**src/rtl/counter_mon_pkg.sv**
```systemverilog
// rtl/counter_mon_pkg.sv - shared types and constants for the counter wrap monitor
package counter_mon_pkg;

    typedef enum logic [1:0] {
        EVT_NONE = 2'b00,
        EVT_WRAP = 2'b01,
        EVT_OVF  = 2'b10,
        EVT_BOTH = 2'b11
    } evt_type_e;

    localparam logic [7:0] SAT_MAX = 8'hFF;

    // Record layout is {type[1:0], timestamp[ts_w-1:0]}
    function automatic int rec_width(input int ts_w);
        return ts_w + 2;
    endfunction

endpackage

```
**src/rtl/counter_wrap_monitor_if.sv**
```systemverilog
// rtl/counter_wrap_monitor_if.sv - valid/ready event record stream
interface counter_wrap_monitor_if #(
    parameter int TS_W = 8
) ();
    localparam int REC_W = counter_mon_pkg::rec_width(TS_W);

    logic             evt_valid;
    logic             evt_ready;
    logic [REC_W-1:0] evt_data;

    modport master (output evt_valid, output evt_data, input evt_ready);
    modport slave  (input evt_valid, input evt_data, output evt_ready);
endinterface

```
**src/rtl/counter_wrap_monitor_evt_fifo.sv**
```systemverilog
// rtl/counter_wrap_monitor_evt_fifo.sv - synchronous FIFO holding event records
module evt_fifo #(
    parameter int W     = 10,
    parameter int DEPTH = 4
) (
    input  logic                   clk,
    input  logic                   reset_n,
    input  logic                   clear,
    input  logic                   push,
    input  logic [W-1:0]           push_data,
    input  logic                   pop,
    output logic [W-1:0]           head_data,
    output logic                   full,
    output logic                   empty,
    output logic [$clog2(DEPTH):0] level
);
    localparam int AW = $clog2(DEPTH);

    logic [W-1:0]  mem_q [DEPTH];
    logic [AW-1:0] wr_q, wr_d, rd_q, rd_d;
    logic [AW:0]   level_q, level_d;
    logic          pop_ok, push_ok;

    assign empty  = (level_q == '0);
    assign full   = (level_q == (AW+1)'(DEPTH));
    assign level  = level_q;
    assign pop_ok = pop && !empty;
    // A full FIFO still takes a push when the head leaves in the same cycle
    assign push_ok   = push && (!full || pop_ok);
    assign head_data = empty ? '0 : mem_q[rd_q];

    always_comb begin
        wr_d    = wr_q;
        rd_d    = rd_q;
        level_d = level_q;
        if (clear) begin
            wr_d    = '0;
            rd_d    = '0;
            level_d = '0;
        end else begin
            if (push_ok) wr_d = wr_q + 1'b1;
            if (pop_ok)  rd_d = rd_q + 1'b1;
            level_d = level_q + {{AW{1'b0}}, push_ok} - {{AW{1'b0}}, pop_ok};
        end
    end

    always_ff @(posedge clk or negedge reset_n) begin
        if (!reset_n) begin
            wr_q    <= '0;
            rd_q    <= '0;
            level_q <= '0;
        end else begin
            wr_q    <= wr_d;
            rd_q    <= rd_d;
            level_q <= level_d;
        end
    end

    always_ff @(posedge clk) begin
        if (push_ok && !clear) mem_q[wr_q] <= push_data;
    end

endmodule

```
**src/rtl/counter_wrap_monitor.sv**
```systemverilog
// rtl/counter_wrap_monitor.sv - wrap/overflow edge detector with timestamped event FIFO
module counter_wrap_monitor
    import counter_mon_pkg::*;
#(
    parameter int CNT_W      = 4,
    parameter int TS_W       = 8,
    parameter int FIFO_DEPTH = 4
) (
    input  logic                        clk,
    input  logic                        reset_n,
    input  logic [CNT_W-1:0]            cnt_in,
    input  logic                        ovf_in,
    input  logic                        clear,
    counter_wrap_monitor_if.master      evt,
    output logic [7:0]                  wrap_count,
    output logic [7:0]                  drop_count,
    output logic [$clog2(FIFO_DEPTH):0] fifo_level
);
    localparam int REC_W = rec_width(TS_W);

    logic [TS_W-1:0]  ts_q, ts_d;
    logic [CNT_W-1:0] prev_cnt_q;
    logic             prev_ovf_q, prev_valid_q, prev_valid_d;
    logic [7:0]       wrap_q, wrap_d, drop_q, drop_d;

    logic             wrap_det, ovf_det, push, pop, fifo_full, fifo_empty;
    evt_type_e        evt_type;
    logic [REC_W-1:0] rec;

    assign wrap_det = prev_valid_q && (prev_cnt_q == '1) && (cnt_in == '0);
    assign ovf_det  = prev_valid_q && !prev_ovf_q && ovf_in;
    assign evt_type = evt_type_e'({ovf_det, wrap_det});
    assign rec      = {evt_type, ts_q};

    // Clear overrides everything in its cycle, so it also gates the FIFO strobes
    assign push = (wrap_det || ovf_det) && !clear;
    assign pop  = evt.evt_valid && evt.evt_ready && !clear;

    always_comb begin
        ts_d         = ts_q + 1'b1;
        prev_valid_d = 1'b1;
        wrap_d       = wrap_q;
        drop_d       = drop_q;
        if (clear) begin
            ts_d         = '0;
            prev_valid_d = 1'b0;
            wrap_d       = '0;
            drop_d       = '0;
        end else begin
            if (wrap_det && wrap_q != SAT_MAX) wrap_d = wrap_q + 8'd1;
            if (push && fifo_full && !pop && drop_q != SAT_MAX) drop_d = drop_q + 8'd1;
        end
    end

    always_ff @(posedge clk or negedge reset_n) begin
        if (!reset_n) begin
            ts_q         <= '0;
            prev_cnt_q   <= '0;
            prev_ovf_q   <= 1'b0;
            prev_valid_q <= 1'b0;
            wrap_q       <= '0;
            drop_q       <= '0;
        end else begin
            ts_q         <= ts_d;
            prev_cnt_q   <= cnt_in;
            prev_ovf_q   <= ovf_in;
            prev_valid_q <= prev_valid_d;
            wrap_q       <= wrap_d;
            drop_q       <= drop_d;
        end
    end

    evt_fifo #(
        .W     (REC_W),
        .DEPTH (FIFO_DEPTH)
    ) u_fifo (
        .clk       (clk),
        .reset_n   (reset_n),
        .clear     (clear),
        .push      (push),
        .push_data (rec),
        .pop       (pop),
        .head_data (evt.evt_data),
        .full      (fifo_full),
        .empty     (fifo_empty),
        .level     (fifo_level)
    );

    assign evt.evt_valid = !fifo_empty;
    assign wrap_count    = wrap_q;
    assign drop_count    = drop_q;

endmodule

```
**src/flat_wrapper.sv**
```systemverilog
// flat-port wrapper written by rule: the top's interface ports become plain ports
module counter_wrap_monitor_flat import counter_mon_pkg::*;
#(
    parameter int CNT_W      = 4,
    parameter int TS_W       = 8,
    parameter int FIFO_DEPTH = 4
)
  (clk, reset_n, cnt_in, ovf_in, clear, wrap_count, drop_count, fifo_level, evt_evt_valid, evt_evt_data, evt_evt_ready);
  counter_wrap_monitor_if #(.TS_W(TS_W)) evt_i ();
  input  logic clk;
  input  logic reset_n;
  input  logic [CNT_W-1:0] cnt_in;
  input  logic ovf_in;
  input  logic clear;
  output logic [7:0] wrap_count;
  output logic [7:0] drop_count;
  output logic [$clog2(FIFO_DEPTH):0] fifo_level;
  output wire logic [$bits(evt_i.evt_valid)-1:0] evt_evt_valid;
  output wire logic [$bits(evt_i.evt_data)-1:0] evt_evt_data;
  input wire logic [$bits(evt_i.evt_ready)-1:0] evt_evt_ready;
  assign evt_evt_valid = evt_i.evt_valid;
  assign evt_evt_data = evt_i.evt_data;
  assign evt_i.evt_ready = evt_evt_ready;
  counter_wrap_monitor #(.CNT_W(CNT_W), .TS_W(TS_W), .FIFO_DEPTH(FIFO_DEPTH)) u_core (.clk(clk), .reset_n(reset_n), .cnt_in(cnt_in), .ovf_in(ovf_in), .clear(clear), .evt(evt_i), .wrap_count(wrap_count), .drop_count(drop_count), .fifo_level(fifo_level));
endmodule
```
**config.mk**
```make
export PLATFORM = sky130hd
export DESIGN_NAME = counter_wrap_monitor_flat
export DESIGN_NICKNAME = d
export VERILOG_FILES = /design/src/rtl/counter_mon_pkg.sv /design/src/rtl/counter_wrap_monitor_if.sv /design/src/rtl/counter_wrap_monitor_evt_fifo.sv /design/src/rtl/counter_wrap_monitor.sv /design/src/flat_wrapper.sv
export SDC_FILE = /design/constraint.sdc
export NUM_CORES = 1
export LEC_CHECK = 0
export CORE_MARGIN = 1
export CORE_UTILIZATION = 40
export CTS_BUF_LIST = sky130_fd_sc_hd__clkbuf_16
export DETAILED_ROUTE_END_ITERATION = 8
export SYNTH_ARGS = -nofsm -noshare
export SYNTH_HDL_FRONTEND = slang
export SYNTH_SLANG_ARGS = --single-unit
```
**constraint.sdc**
```tcl
create_clock -name clk -period 6.9 [get_ports clk]
set_input_delay 1.725 -clock clk [delete_from_list [all_inputs] [get_ports clk]]
set_output_delay 1.725 -clock clk [all_outputs]
set_load 0.02 [all_outputs]
```
Word-level counts from Yosys, hierarchy flattened
Memories as Yosys holds them, arrays and structs flattened. Index checks and enable logic that the tools add are counted.

Add/sub/neg operators: 7. Reduce and logical (&&, ||, !) cells: 27. Equality and inequality tests: 4. Muxes and demuxes: 14.

Operators by type and width (count): 8-bit two-way mux (5); 8-bit by 1-bit adder with 8-bit output, second input constant (3); 8-bit != test, second input constant (2); 1-bit logical AND (14); 10-bit two-way mux (1); 2-bit two-way mux (4); 2-bit nonzero test (4); 1-bit zero test (5); 2-bit by 1-bit adder with 2-bit output, second input constant (2); 4-bit equality test, second input constant (1); 4-bit zero test (1); 3-bit by 1-bit adder with 3-bit output (1); 3-bit equality test, second input constant (1); 3-bit zero test (1); 1-bit two-way mux (3); 3-bit two-way mux (1); 3-bit by 1-bit subtractor with 3-bit output (1); 1-bit logical OR (2).

Output and inout bits: 30. Memories: 1. Word-level logic and storage cells: 62. RAM bits: 40. Bits in registers: 37. Input port bits: 9.

Memory list: u_core.u_fifo.mem_q (depth 4, width 10, rd ports 1, clocked after Yosys merged registers in 0, write ports 1, RTL line counter_wrap_monitor_evt_fifo.sv:19) `logic [W-1:0] mem_q [DEPTH];`.

Longest topological paths before layout
Gate-level depths: netlist of run 1.

Depth in word-level cells: 10. Gate-level depth with buffers: 13. Gate-level depth less buffers: 13.

Cells and area by module
Synthesis of run 1 repeated with hierarchy kept, for this count alone.

Cells, all modules: 251. Area, all modules: 3510.9 um^2.

By module, submodules not included: evt_fifo (cells an instance 109, area each 2049.5 um^2, seq. area each 1376.3 um^2, times used 1); counter_wrap_monitor (cells an instance 142, area each 1461.4 um^2, seq. area each 750.7 um^2, times used 1).

Worst setup path after synthesis of run 1
No wires, ideal clock.

Path kind: input-to-reg. From: input port cnt_in[1]. To: register u_core.u_fifo.level_q[2] (netlist: u_core.u_fifo.level[2]). Path buffers: 0. Stages: 13. Required time: 6.768 ns. Setup slack: 2.991 ns. Arrival: 3.777 ns. Library setup time: 0.132 ns. Path through: nor4_4 > nand3_2 > inv_2 > o21ai_1 > nor2_1 > inv_1 > ha_1 > inv_1 > ha_1 > inv_1 > fa_1 > xnor2_1 > nor2_1.

Cells in the longest elaborated chain, start to end: 8.

RTL lines: start: declaration (RTL line flat_wrapper.sv:12) `input logic [CNT_W-1:0] cnt_in;`; 4-bit zero test (RTL line counter_wrap_monitor.sv:30) `assign wrap_det = prev_valid_q && (prev_cnt_q == '1) && (cnt_in == '0);`; 1-bit logical AND (RTL line counter_wrap_monitor.sv:30); via u_core.wrap_det (RTL line counter_wrap_monitor.sv:26) `logic wrap_det, ovf_det, push, pop, fifo_full, fifo_empty;`; 1-bit logical OR (RTL line counter_wrap_monitor.sv:36) `assign push = (wrap_det || ovf_det) && !clear;`; 1-bit logical AND (RTL line counter_wrap_monitor.sv:36); 1-bit logical AND (RTL line counter_wrap_monitor_evt_fifo.sv:29) `assign push_ok = push && (!full || pop_ok);`; 3-bit by 1-bit adder with 3-bit output (RTL line counter_wrap_monitor_evt_fifo.sv:43) `level_d = level_q + {{AW{1'b0}}, push_ok} - {{AW{1'b0}}, pop_ok};`; 3-bit by 1-bit subtractor with 3-bit output (RTL line counter_wrap_monitor_evt_fifo.sv:43); 3-bit two-way mux (RTL line counter_wrap_monitor_evt_fifo.sv:36) `if (clear) begin`; via u_core.u_fifo.level_d[2] (RTL line counter_wrap_monitor_evt_fifo.sv:21) `logic [AW:0] level_q, level_d;`; end signal: assignment (RTL line counter_wrap_monitor_evt_fifo.sv:55) `level_q <= level_d;`; end: declaration (RTL line counter_wrap_monitor_evt_fifo.sv:21).

The timed path passes the listed nets, and every way through them passes these cells. A chain may end at the register's enable or synchronous reset.

Worst setup path in the final report of run 1
Same ends and word-level chain as after synthesis.

==> results list, run 1 <==
- Outcome: finished, final reports clean
- Nets: 298
- Synth area leader: sky130_fd_sc_hd__edfxtp_1
* Clock latency on the worst-skew pair: 0.32 ns
- Complex-gate fraction of the synthesized area: 3.87%
- Between clock sinks in the finished design, the worst skew comes to 0.00510 ns.
- After synthesis, the share of cell area in mux cells is 7.82%.
- The tightest hold path in the finished design has a slack of 0.563 ns.
* Setup slack at placement: 2.26 ns
* Top-area cell type share of the netlist area: 35.4%
- In this run the static leakage power is 1.61 nW.
- Avg Cell Area, Syn: 14.3 µm²
- Shortest period the worst path allows: 4.30 ns
- Element type at the critical path end: flop
- The tightest min-delay check is of the reg2reg type.
* Share of post-route cells with drive strength above 1: 13.0%
- Slew HR: 44.0%
- Post-Synth XOR/XNOR Area: 5.68%
- Setup repair after global routing missed its margin: no
- Combinational family with the most area after synthesis: simple AND/OR/NAND/NOR gates
* Crit-path most repeated cell: sky130_fd_sc_hd__inv_1
* Power per Cell Area: 317 nW/µm²
* Most frequent cells in the layout: 40 x sky130_fd_sc_hd__edfxtp_1, 37 x sky130_fd_sc_hd__clkdlybuf4s50_1, 37 x sky130_fd_sc_hd__dfrtp_1
* Maximum net fanout on the critical path: 7
- Depth of the worst register-to-register path: 13
- The number of nets in the synthesized netlist is 257.
* DRC violation count after routing: 0
* First DRT Iteration DRCs: 61
* CTS tree: yes
* Clock tree sinks: 77
* Wire length of the first global-routing pass: 9830 µm
- Once the clock tree was built, the resizer swapped 0 gates to a different size.
- In this run the worst setup path begins at cnt_in[1].
* Highest attainable clock frequency: 233 MHz
* Detailed Place HPWL: 3740 µm
- Average wire per cell in the routed design: 15.3 µm
- On the critical path, the stage with the largest delay is an instance of sky130_fd_sc_hd__clkdlybuf4s50_1.
- The area growth from synthesis to layout is 25.5%.
* FF-to-FF setup slack: 4.34 ns
- The total overflow left after global routing is 0.
- Final worst setup slack: 2.60 ns
* Critical path cell sequence: clkdlybuf4s50_1 > nor4_4 > nand3_2 > inv_2 > o21ai_1 > nor2_1 > inv_1 > ha_1 > inv_1 > ha_1 > inv_1 > fa_1 > xnor2_1 > nor2_1
* Total power after layout: 0.00135 W
- Cell types with the largest area share after synthesis: sky130_fd_sc_hd__edfxtp_1 35%, sky130_fd_sc_hd__dfrtp_1 27%, sky130_fd_sc_hd__mux4_2 6.6%, sky130_fd_sc_hd__xnor2_1 3.9%, sky130_fd_sc_hd__ha_1 3.3%
- Across the run, the number of max-cap violations was 0.
* Worst hold stages: 1
- In this run the critical register-to-register path is launched from u_core.prev_cnt_q[3]$_DFF_PN0_.
- The routed design has 5960 µm of wire.
- Total negative slack: 0 ns
* Critical Path Source Type: primary input
* Vertical die dimension: 94.1 µm
- After Yosys synthesis, and, or, nand and nor cells account for 13.7% of the synthesized area.
* Total count of max-transition violations in the final report: 0
- Pin placement for this block handled 39 I/O pins.
- The placed instances occupy a cell area of 3870 µm².
* Setup Crit Path Kind: in2reg
- Starting Density: 41.3%
* Sequential-to-total area share from yosys stat: 62.7%
* Clock root buffer master: sky130_fd_sc_hd__clkbuf_16
- The number of hold violations in the final report was 0.
- The initial antenna violation count came to 0.
- Measured along the x axis, the die boundary spans 94.1 µm.
- Setup violators final: 0
- In this run the remaining antenna-violating nets after routing total 0.
* Number of vias after detailed routing: 1,960
- Endpoint of the worst setup timing path: u_core.u_fifo.level[2]$_DFF_PN0_
* Number of distinct standard cells referenced by the synthesized netlist: 35
- Critical Path AT: 4.50 ns
- Cells after synthesis: 238
- Of the available clock period, the critical path in the final layout requires 62.3%.
- The Yosys step of the flow raised 0 warnings.
- At the end of routability-driven placement, the weighted congestion stood at 0.773.
- The longest clock path from root to sink contains 2 buffers.
- Clock-pin slew was measured on the worst setup and hold paths at 0.06 ns.
- Total of buffers placed on input and output ports: 38
- For this design, the CTS-stage hold fixing added 0 buffers.
- Dividing the detail-routed via count by the number of cells gives 5.04.
* Post CTS Setup Buffer Count: 0
* Worst slew pin tran: 0.840 ns
- In this run, synthesis produced a sequential element count of 77.
- Most frequent standard cell in the layout excluding fill and tap cells: sky130_fd_sc_hd__edfxtp_1
- Critical register-to-register path endpoint: u_core.u_fifo.level[2]$_DFF_PN0_
- The die covers 8850 µm².
- CTS HTree Levels: 3
- The mapped netlist covers 3390 µm².
- Final std cell area, no fill: 4260 µm²
- Total Routing Usage GR: 15.4%
- For this run, the slowest stage of the critical path takes 0.46 ns.
- Vias in the first global route: 1,953
* Max VDD drop: 145 µV
* Standard-cell row count: 33
* Largest net degree at the start of global routing: 38
* Number of CTS-inserted buffers: 9
- After Yosys synthesis, full adders, half adders and majority gates account for 3.91% of the synthesized area.
- Ant. Diodes: 0
- Core Area: 8220 µm²
- Worst endpoint required time: 7.10 ns
- TritonRoute pass-1 iters: 4
-- registers in the layout, indices dropped and copies added, names as in the netlist --
signal,flops
u_core.wrap_count,8
u_core.ts_q,8
u_core.u_fifo.level,3
u_core.prev_valid_q,1
u_core.prev_cnt_q,4
u_core.drop_count,8
u_core.prev_ovf_q,1
u_core.u_fifo.mem_q,40
u_core.u_fifo.rd_q,2
u_core.u_fifo.wr_q,2
-- power breakdown --
part | total (W) | internal [W] | switching [W] | leakage, nW
clock network | 0.000602 | 0.000426 | 0.000177 | 0.191
logic | 0.000225 | 0.000116 | 0.000109 | 0.552
registers | 0.000524 | 0.000496 | 0.0000275 | 0.870
total | 0.00135 | 0.00104 | 0.000313 | 1.61
-- Yosys cell counts --
library cell,number
sky130_fd_sc_hd__dfrtp_1,37
sky130_fd_sc_hd__a211oi_1,1
sky130_fd_sc_hd__a311oi_1,2
sky130_fd_sc_hd__a31oi_1,1
sky130_fd_sc_hd__nor4_4,2
sky130_fd_sc_hd__mux2i_1,4
sky130_fd_sc_hd__and3b_1,1
sky130_fd_sc_hd__nor2_1,30
sky130_fd_sc_hd__buf_2,3
sky130_fd_sc_hd__fa_1,1
sky130_fd_sc_hd__nand3_2,1
sky130_fd_sc_hd__mux4_2,10
sky130_fd_sc_hd__a31oi_2,1
sky130_fd_sc_hd__inv_1,10
sky130_fd_sc_hd__o21ai_1,1
sky130_fd_sc_hd__nor2b_1,2
sky130_fd_sc_hd__and4_1,2
sky130_fd_sc_hd__inv_2,1
sky130_fd_sc_hd__and3_1,5
sky130_fd_sc_hd__nor3_2,1
sky130_fd_sc_hd__or3_1,1
sky130_fd_sc_hd__and2_1,16
sky130_fd_sc_hd__ha_1,9
sky130_fd_sc_hd__a21oi_1,2
sky130_fd_sc_hd__nand4_1,2
sky130_fd_sc_hd__a21o_2,2
sky130_fd_sc_hd__nor4_1,3
sky130_fd_sc_hd__clkbuf_1,6
sky130_fd_sc_hd__xnor2_1,15
sky130_fd_sc_hd__xor2_1,7
sky130_fd_sc_hd__nand2_1,4
sky130_fd_sc_hd__edfxtp_1,40
sky130_fd_sc_hd__nand3_1,12
sky130_fd_sc_hd__nand2b_1,1
sky130_fd_sc_hd__a2111oi_4,2
-- routing by layer --
metal  GRT usage, %  vias to the layer above  part of all wire [%]
met3           2.99                       11                   3.2
met1           19.4                      970                    46
met5              0                        -                     0
met4           9.23                        0                   2.3
met2           24.6                       42                    48
li1               -                      937                     -
-- metrics by stage --
| stage | util, % | cells |
|---|---|---|
| after floorplan | - | 238 |
| final | 51.8 | 389 |
| after global placement | 47.1 | 373 |
| after CTS | 51.8 | 389 |
| after global routing | 51.8 | 389 |
| after detailed placement | 47.1 | 373 |
-- cell families (layout without fill, tap and decap cells) --
family                   after synthesis  after routing
AND/OR/NAND/NOR                       83             83
multiplexers                          14             14
buffers and inverters                 20             66
adder cells (fa/ha/maj)               10             10
flip-flops                            77             77
AO/OA/AOI/OAI                         12             12
XOR/XNOR                              22             22
-- worst min-delay path by stage --
stage,startpoint,endpoint,slack [ns]
after CTS,u_core.ts_q[0]$_DFF_PN0_,u_core.ts_q[0]$_DFF_PN0_,0.56
after global routing,u_core.ts_q[0]$_DFF_PN0_,u_core.ts_q[0]$_DFF_PN0_,0.58
after global placement,u_core.ts_q[1]$_DFF_PN0_,u_core.u_fifo.mem_q[2][1]$_DFFE_PP_,0.54
final,u_core.ts_q[0]$_DFF_PN0_,u_core.ts_q[0]$_DFF_PN0_,0.56
after floorplan,u_core.ts_q[0]$_DFF_PN0_,u_core.ts_q[0]$_DFF_PN0_,0.49
after detailed placement,u_core.ts_q[0]$_DFF_PN0_,u_core.ts_q[0]$_DFF_PN0_,0.55
-- critical path, delay by kind of cell --
kind	cells	cell delay, ns
buffers and inverters	5	0.79
adders and majority gates	3	0.76
AOI/OAI and AO/OA	1	0.14
xor gates and xnor gates	1	0.17
and+or+nand+nor	4	0.90
-- area by class of cell --
type                    count  area, µm²
clock inverters             7        163
clock buffers               9        225
fillers                   688       3960
flip-flops and latches     77       2130
well taps                 105        131
multi-input cells         141       1190
inverters                  11       41.3
repair buffers             39        383
No activity file was read; power rests on OpenSTA's default activity.
==> run 2: changes to the inputs <==
==> constraint.sdc (replaced) <==
create_clock -name clk -period 4 [get_ports clk]
set_input_delay 1 -clock clk [delete_from_list [all_inputs] [get_ports clk]]
set_output_delay 1 -clock clk [all_outputs]
set_load 0.02 [all_outputs]
==> run 2 against run 1 <==
Effect of this change:
- core utilization decreased by 1.1 points
- clock power increased by 29%
- clock-buffer cell count unchanged
- critical path depth decreased by 10
- final cell count increased by 0.51%
- sequential share of layout area increased by 1.1 points
- global-route usage increased by 0.43 points
- critical endpoint is now evt_evt_data[5]
==> results list, run 2 (synthesis gave the netlist of run 1 again) <==
* Outcome: finished, final reports clean
- Skew final: 0.00446 ns (-0.000641 ns)
* First DRT Iteration DRCs: 87 (+43%)
- Following the worst setup path forward leads to its endpoint at evt_evt_data[5].
- The global placer's final weighted congestion was 0.711 (-8.0%).
- Number of vias after detailed routing: 1,954 (-0.31%)
- The number of hold violations in the final report came to 0 (unchanged).
* Static power due to leakage: 1.57 nW (-2.6%)
- Slew HR: 43.9% (-0.11 points)
- The number of cells on the worst reg-to-reg path was 12 (-1).
- The final routed wirelength across all metal layers is 5990 µm (+0.47%).
- Max FFs per register: 40 (unchanged)
- Total negative slack: 0 ns (unchanged)
- The number of nets in the final layout came to 300 (+0.67%).
- The number of vias per cell after detailed routing is 5.00 (-0.82%).
- The slew at the pin closest to its max-slew limit was 0.842 ns (+0.00162 ns).
* Largest net degree at the start of global routing: 38 (unchanged)
* Total of buffers placed on input and output ports: 38 (unchanged)
- The data required time at the worst endpoint is 3.00 ns (-4.10 ns).
- Critical register-to-register path endpoint: u_core.u_fifo.level[2]$_DFF_PN0_
* Clock root buffer master: sky130_fd_sc_hd__clkbuf_16
* Wire length of the first global-routing pass: 10,200 µm (+4.2%)
* Maximum net fanout on the critical path: 7 (unchanged)
* Total count of max-transition violations in the final report: 0 (unchanged)
- Power per Cell Area: 497 nW/µm² (+57%)
- Setup violators final: 0 (unchanged)
- The overflow left after global routing came to 0 (unchanged).
- Cells resized by post-CTS repair: 0 (unchanged)
* DRC violation count after routing: 0 (unchanged)
- Number of ports placed on the die boundary: 39 (unchanged)
- The buffer depth of the longest clock path came to 2 (unchanged).
- In this run the worst hold path is classified as reg2reg.
* CP Launch Point: u_core.u_fifo.rd_q[0]$_DFFE_PN0P_
- The number of max-cap violations was 0 (unchanged).
- Standard-cell row count: 33 (unchanged)
* Area growth from synthesis to layout: 22.8%
- Element type at the critical path end: output pin
* FF-to-FF setup slack: 1.45 ns (-2.89 ns)
- Area enclosed by the die boundary: 8850 µm² (unchanged)
* Setup repair after global routing missed its margin: no
- Post-detailed-route count of antenna-violating nets: 0 (unchanged)
- The ratio of cells with drive above 1 in the final layout is 12.6% (-0.44 points).
- Clock latency on the worst-skew pair: 0.33 ns (about the same)
* Largest register by flop count: u_core.u_fifo.mem_q
- TritonRoute pass-1 iters: 4 (unchanged)
- CTS HTree Levels: 3 (unchanged)
* Core Area: 8220 µm² (unchanged)
- The library cells used most frequently in the layout, excluding fill and tap cells, are 40 x sky130_fd_sc_hd__edfxtp_1, 37 x sky130_fd_sc_hd__clkdlybuf4s50_1, 37 x sky130_fd_sc_hd__dfrtp_1.
* Initial antenna violation count: 0 (unchanged)
- Critical Path AT: 2.40 ns (-2.10 ns)
- Critical Path Source Type: flop
* Setup Crit Path Kind: reg2out
* Ant. Diodes: 0 (unchanged)
- The count of buffers added by post-CTS timing repair for setup came to 0 (unchanged).
* Standard cell area after detailed placement: 3880 µm² (+0.39%)
- Subtracting the final worst setup slack from the clock period gives 3.40 ns.
* Average wire per cell in the routed design: 15.3 µm (about the same)
* Clock tree sinks: 77 (unchanged)
- Total Routing Usage GR: 15.8% (+0.43 points)
- Most frequent standard cell in the layout excluding fill and tap cells: sky130_fd_sc_hd__edfxtp_1
- The worst IR drop on VDD came to 245 µV (+69%).
- TritonCTS built the clock tree.
- The number of global-route vias before repair was 1,960 (+0.36%).
* Clock-pin transition on the worst setup and hold timing paths: 0.06 ns (about the same)
- Filler instances: 704 (+2.3%)
- The post-layout instance area was 4170 µm² (-2.1%).
- Number of CTS-inserted buffers: 9 (unchanged)
- Final Cycle Share: 85.0%
* Die span in x: 94.1 µm (unchanged)
* Launching point of the worst reg2reg path: u_core.u_fifo.level[1]$_DFF_PN0_
* Detailed Place HPWL: 3790 µm (+1.6%)
- The effective utilization at floorplan came to 41.3% (unchanged).
- Highest attainable clock frequency: 294 MHz
- The cts-stage hold buffer count came to 0 (unchanged).
- Vertical die dimension: 94.1 µm (unchanged)
==> run 2: cell count changes in the layout (fill, tap and decap cells not counted), sizes merged <==
cell	before	now
bufinv	5	1
clkinv	1	4
buf	2	4
clkinvlp	0	1
==> run 2: how the worst min path moves through the flow <==
stage / to / slack, ns / from / cells after the start
after global placement: u_core.u_fifo.mem_q[3][7]$_DFFE_PP_ / 0.52 / u_core.ts_q[7]$_DFF_PN0_ / 0
after floorplan: u_core.ts_q[0]$_DFF_PN0_ / 0.49 / u_core.ts_q[0]$_DFF_PN0_ / 1
after global routing: u_core.u_fifo.mem_q[2][7]$_DFFE_PP_ / 0.58 / u_core.ts_q[7]$_DFF_PN0_ / 0
final: u_core.u_fifo.mem_q[1][7]$_DFFE_PP_ / 0.54 / u_core.ts_q[7]$_DFF_PN0_ / 0
after detailed placement: u_core.u_fifo.mem_q[3][7]$_DFFE_PP_ / 0.53 / u_core.ts_q[7]$_DFF_PN0_ / 0
after CTS: u_core.u_fifo.mem_q[2][7]$_DFFE_PP_ / 0.54 / u_core.ts_q[7]$_DFF_PN0_ / 0
==> run 2: power breakdown <==
group | leakage [nW] | switching, W | total, W | internal (W)
Combinational | 0.562 | 0.000202 | 0.000405 | 0.000204
Sequential | 0.870 | 0.0000357 | 0.000892 | 0.000856
Clock | 0.139 | 0.000301 | 0.000774 | 0.000473
Total | 1.57 | 0.000539 | 0.00207 | 0.00153
==> run 2: area by class of cell <==
| type | instances | area (µm²) | area share [%] |
|---|---|---|---|
| timing repair buffer | 41 | 398 | 9.55 |
| multi-input combinational | 141 | 1190 | 28.5 |
| inverter | 11 | 41.3 | 0.991 |
| clock inverter | 7 | 57.6 | 1.38 |
| sequential | 77 | 2130 | 51.1 |
| tap | 105 | 131 | 3.15 |
| clock buffer | 9 | 225 | 5.41 |
==> run 2: routing by layer <==
layer  global-route usage, %  vias to the layer above  wire (µm)
met3                    4.13                        9        242
met4                    7.31                        0        119
li1                        -                      939          -
met1                    20.6                      965       2830
met2                    24.8                       41       2790
met5                       0                        -          0
==> run 2: stage by stage <==
stage | hold slack, ns | util [%] | cells | setup WS [ns] | total power [W]
final | 0.540 | 50.7 | 391 | 0.600 | 0.00207
after global routing | 0.575 | 50.7 | 391 | 0.343 | 0.00217
after CTS | 0.544 | 50.7 | 391 | 0.527 | 0.00209
after detailed placement | 0.531 | 47.3 | 375 | 0.267 | 0.00132
after global placement | 0.522 | 47.3 | 375 | 0.343 | 0.00132
after floorplan | 0.490 | - | 238 | 0.816 | 0.00115
==> run 2: critical path: stages, from the launching register on <==
cell                              delay (ns)
sky130_fd_sc_hd__dfrtp_1                0.60
sky130_fd_sc_hd__buf_4                  0.27
sky130_fd_sc_hd__mux4_2                 0.50
sky130_fd_sc_hd__and2_1                 0.16
sky130_fd_sc_hd__clkdlybuf4s50_1        0.53
==> run 3: changes to the inputs <==
==> constraint.sdc (replaced) <==
create_clock -name clk -period 2.95 [get_ports clk]
set_input_delay 0.7375 -clock clk [delete_from_list [all_inputs] [get_ports clk]]
set_output_delay 0.7375 -clock clk [all_outputs]
set_load 0.02 [all_outputs]
==> run 3 against run 2 <==
Effect of this change:
- die area unchanged
- worst setup slack worse by 0.49 ns
- sequential cell count unchanged
- first-iteration DRC count up 28%
- clock skew up 0.0032 ns
==> results list, run 3 (synthesis gave the netlist of run 1 again) <==
- The routed length per instance is 14.6 µm (-4.8%).
* DRC violation count after routing: 0 (unchanged)
* Power per Cell Area: 649 nW/µm² (+31%)
* Vias in the first global route: 1,954 (-0.31%)
* Core Area: 8220 µm² (unchanged)
* Number of CTS-inserted buffers: 9 (unchanged)
* Post-detailed-route count of antenna-violating nets: 0 (unchanged)
- Hold Path Class: in2async
- The run finished with clean final reports.
* Number of vias after detailed routing: 1,959 (+0.26%)
* Setup Crit Path Kind: reg2out
- Final Cycle Share: 96.2%
- Area growth from synthesis to layout: 25.8%
- Initial antenna violation count: 0 (unchanged)
- Slew HR: 45.5% (+1.6 points)
* Largest net degree at the start of global routing: 38 (unchanged)
* First DRT Iteration DRCs: 111 (+28%)
- The clock sink count is 77 (unchanged).
- Launching point of the worst reg2reg path: u_core.u_fifo.level[2]$_DFF_PN0_
* Clock network fraction of design power: 36.1% (-1.3 points)
* Crit-path max cell delay: 0.54 ns (-0.06 ns)
* Critical Path Slowest Stage Cell: sky130_fd_sc_hd__mux4_2
- The total count of max-transition violations in the final report came to 0 (unchanged).
- Worst slew pin tran: 0.817 ns (-0.0244 ns)
- The number of max-cap violations came to 0 (unchanged).
- Net load switching power: 0.000747 W (+39%)
* Die span in x: 94.1 µm (unchanged)
- Critical Path Source Type: flop
- The half-perimeter wire length of the detailed placement result came to 3880 µm (+2.2%).
* Static power due to leakage: 1.66 nW (+5.7%)
- STA classifies the critical path endpoint as an output pin.
- The count of H-tree levels built during CTS came to 3 (unchanged).
* Shortest period the worst path allows: 2.84 ns
* Hold Vio Cnt, Final: 0 (unchanged)
* Total power after layout: 0.00277 W (+34%)
* Setup slack at placement: -0.385 ns (-0.652 ns)
- Largest register by flop count: u_core.u_fifo.mem_q
* Filler instances: 719 (+2.1%)
- TritonCTS built the clock tree.
- Seq. cell area: 2130 µm² (unchanged)
* Most frequent cells in the layout: 40 x sky130_fd_sc_hd__edfxtp_1, 37 x sky130_fd_sc_hd__dfrtp_1, 34 x sky130_fd_sc_hd__clkdlybuf4s50_1
- The number of vias per cell after detailed routing was 4.85 (-3.0%).
- The insertion delay of the later-clocked pin in the worst-skew pair came to 0.33 ns (about the same).
- Max FFs per register: 40 (unchanged)
* Final weighted congestion in routability-driven placement: 0.735 (+3.3%)
* Skew final: 0.00769 ns (+0.00323 ns)
- Area enclosed by the die boundary: 8850 µm² (unchanged)
* Vertical die dimension: 94.1 µm (unchanged)
- Ant. Diodes: 0 (unchanged)
- The overall global routing resource usage was 15.2% (-0.64 points).
* Worst path top cell family by delay: buffers and inverters
- Nets: 313 (+4.3%)
* Most frequent standard cell in the layout excluding fill and tap cells: sky130_fd_sc_hd__edfxtp_1
- The data required time at the worst endpoint came to 2.21 ns (-0.79 ns).
- Maximum net fanout on the critical path: 12 (+5)
- The number of I/O pins is 39 (unchanged).
* Combined buffer and inverter count along the critical path: 2 (unchanged)
- The worst IR drop on VDD was 287 µV (+17%).
- The final routed wirelength across all metal layers was 5890 µm (-1.6%).
- Starting Density: 41.3% (unchanged)
- For this run, the top clock speed supported by timing is 352 MHz.
- The share of total power in sequential cells is 43.1% (about the same).
- Setup violators final: 0 (unchanged)
- The critical path starts at u_core.u_fifo.rd_q[0]$_DFFE_PN0P_.
- Share of post-route cells with drive strength above 1: 17.7% (+5.1 points)
- Clock root buffer master: sky130_fd_sc_hd__clkbuf_16
* Switching share of power: 27.0% (+0.96 points)
- The buffer depth of the longest clock path came to 2 (unchanged).
- The setup slack of the critical path after layout was 0.111 ns (-0.489 ns).
- Total area of multi-input combinational cells: 1190 µm² (+0.21%)
* Wire length of the first global-routing pass: 9880 µm (-3.5%)
* Int Power: 0.00202 W (+32%)
- The critical path arrival is 2.10 ns (-0.30 ns).
* TritonRoute pass-1 iters: 4 (unchanged)
- Gr ovfl total: 0 (unchanged)
* Combinational fraction of design power: 20.8% (+1.2 points)
* Total of buffers placed on input and output ports: 38 (unchanged)
- Clock-pin transition on the worst setup and hold timing paths: 0.06 ns (about the same)
- Critical path cell sequence: buf_6 > mux4_2 > and2_1 > clkdlybuf4s50_1
* Standard-cell row count: 33 (unchanged)
-- run 3: metal layers --
layer  vias to the layer above  global-route usage [%]  share of wire, %
met4                         0                    7.31               1.8
li1                        962                       -                 -
met1                       952                    20.3                46
met5                         -                       0                 0
met2                        34                    23.7                49
met3                        11                    3.07               3.3
-- run 3: power groups by stage --
stage          Sequential [W]  Combinational [W]  Clock [W]
2_1_floorplan         0.00122           0.000333          0
3_3_place_gp          0.00121           0.000576          0
3_5_place_dp          0.00122           0.000585          0
4_1_cts               0.00119           0.000588    0.00103
5_1_grt               0.00120           0.000633    0.00107
6_report              0.00119           0.000577   0.000999
-- run 3: worst paths after layout --
path                            depth (start not counted)                                end  slack (ns)
worst min register to register                          2   u_core.wrap_count[4]$_DFFE_PN0P_        0.57
min in group clk                                        2   u_core.wrap_count[4]$_DFFE_PN0P_        0.57
max in group asynchronous                               1     u_core.prev_cnt_q[0]$_DFF_PN0_        1.92
worst min-delay path                                    1  u_core.u_fifo.rd_q[0]$_DFFE_PN0P_        0.50
worst max register to register                         10   u_core.u_fifo.level[2]$_DFF_PN0_        0.48
worst max-delay path                                    4                    evt_evt_data[2]        0.11
-- run 3: area by class of cell --
type	count	area share (%)
Inverter	11	0.967
Clock buffer	9	5.28
Multi-Input combinational cell	141	27.9
Sequential cell	77	49.8
Tap cell	105	3.08
Clock inverter	7	1.11
Timing Repair Buffer	54	11.9
-- run 3: worst reg2reg max path, stage by stage, from the launching register on --
cell and delay [ns]:
sky130_fd_sc_hd__dfrtp_1 0.41, sky130_fd_sc_hd__or3_1 0.56, sky130_fd_sc_hd__nand2_1 0.18, sky130_fd_sc_hd__nor2_1 0.06, sky130_fd_sc_hd__ha_1 0.30, sky130_fd_sc_hd__inv_1 0.06
sky130_fd_sc_hd__ha_1 0.13, sky130_fd_sc_hd__inv_1 0.05, sky130_fd_sc_hd__fa_1 0.39, sky130_fd_sc_hd__xnor2_1 0.15, sky130_fd_sc_hd__nor2_1 0.05
-- run 3: metrics by stage --
stage / TNS, ns / instance area [µm²] / util [%] / hold slack [ns] / instances
after floorplan: 0 / 3390 / - / 0.442 / 238
after global placement: -0.540 / 3960 / 48.2 / 0.546 / 385
after detailed placement: -0.684 / 3960 / 48.2 / 0.552 / 385
after CTS: 0 / 4230 / 51.5 / 0.550 / 401
after global routing: -0.0270 / 4270 / 51.9 / 0.588 / 404
final: 0 / 4270 / 51.9 / 0.504 / 404
-- run 3: repair_timing --
item,CTS,global route
endpoints found under the hold margin,0,0
resized for setup,1,4
setup buffers,0,3
pin swaps,0,4
setup endpoints to repair,1,9
gates cloned,0,0
hold buffers,0,0
